<file path="src/rtl/alu_seq_ctrl.sv">
// alu_seq_ctrl
//   Sequences the ALU_Reg datapath (register file, ALU, tri-state bus) to fill
//   a ring of registers with a recurrence: Fibonacci, arithmetic step or
//   doubling. A run is kicked off by a start pulse and ends with a one-cycle
//   done pulse. A run aborts early if a generated term carries out of the ALU.
//
// Ports
//   i_clk        rising-edge clock
//   i_reset      asynchronous, active-high reset
//   i_start      begin a run (only honoured while idle)
//   i_mode       0=FIB, 1=ARITH, 2=DOUBLE, 3=FIB
//   i_seed0      term 0 value
//   i_seed1      term 1 (FIB) / step (ARITH) / unused (DOUBLE)
//   i_count      total number of terms, seeds included
//   i_carry_in   ALU carry flag, valid the cycle after an ALU write
//   o_alu_op     ALU opcode
//   o_mux_a      A-operand register index
//   o_mux_b      B-operand register index
//   o_imm        immediate operand
//   o_imm_sel    1 = B operand taken from o_imm
//   o_reg_en     one-hot register write enable
//   o_buff_en    ALU tri-state drive enable
//   o_busy       run in progress
//   o_done       one-cycle completion pulse
//   o_ovf        sticky: last run aborted on carry
//   o_last_idx   index of the last register written
//
// state | meaning
// IDLE  | waiting for start; inputs latched when it arrives
// LOAD0 | MOVI seed0 into r0
// LOAD1 | second seed: MOVI seed1 (FIB) or r0+step / r0+r0 into r1
// STEP  | write the next term into the ring slot pointed to by r_widx
// CHK   | no write; inspect carry of the previous STEP, decide DONE/STEP
// DONE  | one-cycle done pulse, then back to IDLE

module alu_seq_ctrl #(
    parameter int WIDTH = 16,
    parameter int NREGS = 16,
    parameter int SEL_W = 5,
    parameter int OP_W  = 8,
    parameter int CNT_W = 8,
    parameter logic [OP_W-1:0] OP_ADD  = 8'h05,
    parameter logic [OP_W-1:0] OP_MOVI = 8'h0D
) (
    input  logic             i_clk,
    input  logic             i_reset,
    input  logic             i_start,
    input  logic [1:0]       i_mode,
    input  logic [WIDTH-1:0] i_seed0,
    input  logic [WIDTH-1:0] i_seed1,
    input  logic [CNT_W-1:0] i_count,
    input  logic             i_carry_in,
    output logic [OP_W-1:0]  o_alu_op,
    output logic [SEL_W-1:0] o_mux_a,
    output logic [SEL_W-1:0] o_mux_b,
    output logic [WIDTH-1:0] o_imm,
    output logic             o_imm_sel,
    output logic [NREGS-1:0] o_reg_en,
    output logic             o_buff_en,
    output logic             o_busy,
    output logic             o_done,
    output logic             o_ovf,
    output logic [SEL_W-1:0] o_last_idx
);

    typedef enum logic [2:0] {
        S_IDLE  = 3'd0,
        S_LOAD0 = 3'd1,
        S_LOAD1 = 3'd2,
        S_STEP  = 3'd3,
        S_CHK   = 3'd4,
        S_DONE  = 3'd5
    } state_t;

    localparam logic [1:0]       M_ARITH  = 2'd1;
    localparam logic [1:0]       M_DOUBLE = 2'd2;
    localparam logic [SEL_W-1:0] IDX_TOP  = SEL_W'(NREGS - 1);

    state_t           r_state;
    state_t           w_state_nxt;
    logic [1:0]       r_mode;
    logic [WIDTH-1:0] r_seed0;
    logic [WIDTH-1:0] r_step;
    logic [CNT_W-1:0] r_left;     // terms still to be written
    logic [SEL_W-1:0] r_widx;     // ring slot of the next write
    logic             r_ovf;
    logic [SEL_W-1:0] r_last_idx;

    logic [SEL_W-1:0] w_idx_m1;
    logic [SEL_W-1:0] w_idx_m2;
    logic [SEL_W-1:0] w_idx_p1;
    logic [NREGS-1:0] w_onehot;
    logic             w_wr;
    logic             w_ovf_set;
    logic             w_accept;
    logic [OP_W-1:0]  w_alu_op;
    logic [SEL_W-1:0] w_mux_a;
    logic [SEL_W-1:0] w_mux_b;
    logic [WIDTH-1:0] w_imm;
    logic             w_imm_sel;
    logic             w_busy;
    logic             w_done;

    // Ring arithmetic: operands wrap downward, the write pointer wraps upward.
    assign w_idx_m1 = (r_widx == '0)   ? IDX_TOP : r_widx - 1'b1;
    assign w_idx_m2 = (w_idx_m1 == '0) ? IDX_TOP : w_idx_m1 - 1'b1;
    assign w_idx_p1 = (r_widx == IDX_TOP) ? '0 : r_widx + 1'b1;
    assign w_onehot = {{(NREGS-1){1'b0}}, 1'b1} << r_widx;
    assign w_accept = (r_state == S_IDLE) && i_start;

    always_ff @(posedge i_clk or posedge i_reset) begin
        if (i_reset) begin
            r_state <= S_IDLE;
        end else begin
            r_state <= w_state_nxt;
        end
    end

    always_comb begin
        w_state_nxt = r_state;
        w_alu_op    = '0;
        w_mux_a     = '0;
        w_mux_b     = '0;
        w_imm       = '0;
        w_imm_sel   = 1'b0;
        w_wr        = 1'b0;
        w_busy      = 1'b1;
        w_done      = 1'b0;
        w_ovf_set   = 1'b0;
        case (r_state)
            S_IDLE: begin
                w_busy = 1'b0;
                if (i_start) begin
                    w_state_nxt = (i_count == '0) ? S_DONE : S_LOAD0;
                end
            end
            S_LOAD0: begin
                w_wr        = 1'b1;
                w_alu_op    = OP_MOVI;
                w_imm       = r_seed0;
                w_imm_sel   = 1'b1;
                w_state_nxt = (r_left == CNT_W'(1)) ? S_DONE : S_LOAD1;
            end
            S_LOAD1: begin
                w_wr = 1'b1;
                if (r_mode == M_ARITH) begin
                    w_alu_op  = OP_ADD;
                    w_imm     = r_step;
                    w_imm_sel = 1'b1;
                end else if (r_mode == M_DOUBLE) begin
                    w_alu_op = OP_ADD;
                end else begin
                    w_alu_op  = OP_MOVI;
                    w_imm     = r_step;
                    w_imm_sel = 1'b1;
                end
                w_state_nxt = (r_left == CNT_W'(1)) ? S_DONE : S_STEP;
            end
            S_STEP: begin
                w_wr     = 1'b1;
                w_alu_op = OP_ADD;
                w_mux_a  = w_idx_m1;
                if (r_mode == M_ARITH) begin
                    w_imm     = r_step;
                    w_imm_sel = 1'b1;
                end else if (r_mode == M_DOUBLE) begin
                    w_mux_b = w_idx_m1;
                end else begin
                    w_mux_b = w_idx_m2;
                end
                w_state_nxt = S_CHK;
            end
            S_CHK: begin
                if (i_carry_in) begin
                    w_ovf_set   = 1'b1;
                    w_state_nxt = S_DONE;
                end else if (r_left == '0) begin
                    w_state_nxt = S_DONE;
                end else begin
                    w_state_nxt = S_STEP;
                end
            end
            S_DONE: begin
                w_done      = 1'b1;
                w_state_nxt = S_IDLE;
            end
            default: begin
                w_busy      = 1'b0;
                w_state_nxt = S_IDLE;
            end
        endcase
    end

    always_ff @(posedge i_clk or posedge i_reset) begin
        if (i_reset) begin
            r_mode     <= '0;
            r_seed0    <= '0;
            r_step     <= '0;
            r_left     <= '0;
            r_widx     <= '0;
            r_ovf      <= 1'b0;
            r_last_idx <= '0;
        end else if (w_accept) begin
            r_mode  <= i_mode;
            r_seed0 <= i_seed0;
            r_step  <= i_seed1;
            r_left  <= i_count;
            r_widx  <= '0;
            r_ovf   <= 1'b0;
        end else begin
            if (w_wr) begin
                r_left     <= r_left - 1'b1;
                r_last_idx <= r_widx;
                r_widx     <= w_idx_p1;
            end
            if (w_ovf_set) begin
                r_ovf <= 1'b1;
            end
        end
    end

    assign o_alu_op   = w_alu_op;
    assign o_mux_a    = w_mux_a;
    assign o_mux_b    = w_mux_b;
    assign o_imm      = w_imm;
    assign o_imm_sel  = w_imm_sel;
    assign o_reg_en   = w_wr ? w_onehot : '0;
    assign o_buff_en  = w_wr;
    assign o_busy     = w_busy;
    assign o_done     = w_done;
    assign o_ovf      = r_ovf;
    assign o_last_idx = r_last_idx;

endmodule

</file>
<file path="config.mk">
export PLATFORM = sky130hd
export DESIGN_NAME = alu_seq_ctrl
export DESIGN_NICKNAME = d
export VERILOG_FILES = /design/src/rtl/alu_seq_ctrl.sv
export SDC_FILE = /design/constraint.sdc
export NUM_CORES = 1
export LEC_CHECK = 0
export BUFFER_PORTS_ARGS = -buffer_cell sky130_fd_sc_hd__buf_2
export CORE_ASPECT_RATIO = 0.9
export CORE_UTILIZATION = 51
export DETAILED_ROUTE_END_ITERATION = 12
export GPL_TIMING_DRIVEN = 0
export PLACE_DENSITY = 0.8
export SKIP_CTS_REPAIR_TIMING = 1
export SLEW_MARGIN = 10
export SYNTH_ARGS = -nofsm -noshare
export SYNTH_HDL_FRONTEND = slang
export SYNTH_SLANG_ARGS = --single-unit
</file>
<file path="constraint.sdc">
create_clock -name i_clk -period 2.2 [get_ports i_clk]
set_input_delay 0.44 -clock i_clk [delete_from_list [all_inputs] [get_ports i_clk]]
set_output_delay 0.44 -clock i_clk [all_outputs]
set_load 0.005 [all_outputs]
</file>
==> impl_metrics.tcl <==
set metrics [dict create \
    power_frac_seq_pct 29.7 \
    maxCapViolations 0 \
    worst_slew_pin_slew_ns 0.8065 \
    synthArstFlopShare_pct 100.0 \
    drive_gt1_share_pct 49.31 \
    grt_pass1_vias 2550 \
    dpl.hpwl_um 5508 \
    cp-end-kind "output pin" \
    fmax_ghz 0.4088 \
    grtUsageTotal_pct 22.66 \
    clock_latency_ns 0.30 \
    yosysMostFrequentCell "dfrtp_1" \
    finalCritPeriodShare_pct 111.2 \
    die-area_um2 6712 \
    area_delta_synth_final_pct 32.53 \
    status "finished with violations" \
    power_report.internal_total_w 0.003811 \
    final_util_pct 70.23 \
    synth_top_area_share_pct 43.01 \
    p_sw_w 0.002569 \
    antenna_found_initial 0 \
    hold_path.class "in -> async" \
    synth_area_leaders "dfrtp_1 (43%), mux2_2 (7.9%), ha_1 (5.0%)" \
    seq_area_frac_synth_pct 43.01 \
    row_count 27 \
    setup_viol 24 \
    initial_core_util_pct 52.99 \
    grt_max_degree 38 \
    die_w_um 86.25 \
    ys_seq_elements 56 \
    worstPathMaxFanout 6 \
    n_fill_cell 458 \
    clockRootBuffer "clkbuf_8" \
    hold_viol_final 0 \
    netlist_top_cells_count "dfrtp_1 (56), nor2_1 (27), mux2_2 (23), o21ai_0 (19), a22o_1 (17)" \
    crit_required_ns 1.76 \
    cpPeakStageDelay_ns 0.49 \
    critPathKind "reg -> out" \
    p_per_area_nw_per_um2 1478 \
    n_antenna_cell 0 \
    gp_routability_congestion 0.8551 \
    drt-total-wl_um 8112 \
    ioPinCount 106 \
    p_comb_share_pct 59.7 \
    netlist_instances 304 \
    port_buffers 100 \
    multi_input_area_um2 1805 \
    h-tree-depth 2 \
    die_h_um 77.83 \
    cts_buffers 5 \
    cts.reportedPaths.clkPinSlew_ns 0.10 \
    num_vias 2875 \
    worst_slack_ns -0.2461 \
    synth.largest_area_cell "dfrtp_1" \
    period_needed_ns 2.446 \
    wl_per_cell_um 15.57 \
    ir_worst_vdd_mv 0.7049 \
    first_pass_iters 4 \
    ff_latch_area_um2 1406 \
    grt_overflow 0 \
    ys.flop_type "dfrtp_1" \
    initialDrtViolationCount 257 \
    leakage_nw 2.153 \
    cts_sinks 56 \
    netlist_area_um2 3258 \
    p_sw_share_pct 40.27 \
    layout.nets 492 \
    cp.arrival_ns 2.01 \
    p_clk_share_pct 10.6 \
    cp_slowest_cell "dfrtp_2" \
    synth_cell_types 53 \
    drc 0 \
    avgViaCountPerCell 5.518 \
    power_w 0.006380 \
    yosysWarnings 0 \
    whs_ns 0.1277 \
    synth_edf_count 0 \
    startpoint_type "register" \
    rsz0062_at_grt "yes" \
    path_cells "inv_4, ha_4, nor3b_4, mux2i_2, nand3b_1, a31oi_1, buf_2" \
    place_ws_ns -0.3773 \
    core_area_um2 6148 \
    finClkSkew_ns 0.009410 \
    clk_path_buf_depth 2 \
    violations "setup timing" \
    report.final.slew_viol_count 0 \
    relSlewSlack_pct 46.12 \
    grt_pass1_wl_um 12080 \
    avgSynthCellArea_um2 10.72 \
    cts_tree "done" \
    antenna_left 0 \
]
-- path summary, 6_finish.rpt --
check | start | endpoint | slack [ns] | depth (start not counted)
max | r_widx[0] | o_mux_b[3] | -0.25 | 7
min | i_reset | r_seed0[2] | 0.13 | 2
max reg2reg | r_state[1] | r_seed0[13] | 0.33 | 6
min reg2reg | r_seed0[14] | r_seed0[14] | 0.50 | 1
max in group asynchronous | i_reset | r_widx[0] | 1.52 | 3
min in group i_clk | i_seed0[12] | r_seed0[12] | 0.35 | 2
-- cells in the final DEF, fill, tap and decap left out, types with 6 or more instances in the layout --
master   instances
mux2_2          23
inv_1            8
dfrtp_1         52
a21oi_1         13
buf_2          103
buf_4           21
o21ai_0         19
ha_1             9
nor2_1          22
buf_6            8
mux2_4          10
nand3_1          6
and3_1          13
nand2_1          9
a22o_1          17
-- critical path: cells and delay by family (launching register included) --
kind            cells  cell delay (ns)
compound gates      1             0.19
fa+ha+maj           1             0.16
buf+inv             2             0.26
flops               1             0.49
mux                 1             0.29
simple gates        2             0.32
-- flip-flops by register name, indices dropped and copies added, names as in the netlist --
| signal | count |
|---|---|
| r_mode | 2 |
| r_left | 8 |
| o_ovf | 1 |
| r_state | 3 |
| r_widx | 5 |
| o_last_idx | 5 |
| r_step | 16 |
| r_seed0 | 16 |
-- cell families (layout without fill, tap and decap cells) --
kind of cell	after synthesis	after routing	synth area share, %
other	1	5	0.1151
XOR/XNOR	6	6	1.613
AO/OA/AOI/OAI	67	67	14.21
flip-flops	56	56	43.01
AND/OR/NAND/NOR	88	88	15.13
buffers and inverters	34	160	6.374
adder cells (fa/ha/maj)	14	14	5.300
multiplexers	38	38	14.25
-- power by group through the flow --
stage / clock network (W) / logic [W] / registers, W
after floorplan: 0 / 0.00226 / 0.00179
after global placement: 0 / 0.00304 / 0.00185
after detailed placement: 0 / 0.00314 / 0.00188
after CTS: 0.000687 / 0.00316 / 0.00187
after global routing: 0.000719 / 0.00416 / 0.00195
final: 0.000675 / 0.00381 / 0.00189
-- layer usage --
metal / track usage, % / up-vias / share of wire, %
li1: - / 1335 / -
met1: 30.89 / 1400 / 43
met2: 35.32 / 125 / 49
met3: 5.426 / 15 / 6.9
met4: 7.833 / 0 / 1.8
met5: 0 / - / 0
-- per-stage QoR --
step                instance area, um2  cells  TNS, ns
finish                            4318    521   -2.081
global route                      4318    521   -4.101
CTS                               4014    504   -17.61
detailed placement                3902    496   -5.187
global placement                  3882    495   -23.85
floorplan                         3273    308        0
-- final cells by class --
class / instances / area share [%]
multi-input cells: 218 / 41.81
flip-flops and latches: 56 / 32.57
repair buffers: 118 / 15.27
plain buffers: 21 / 3.999
well taps: 87 / 2.521
clock buffers: 5 / 1.594
inverters: 13 / 1.246
clock inverters: 3 / 0.9852
No activity file was read; power rests on OpenSTA's default activity.
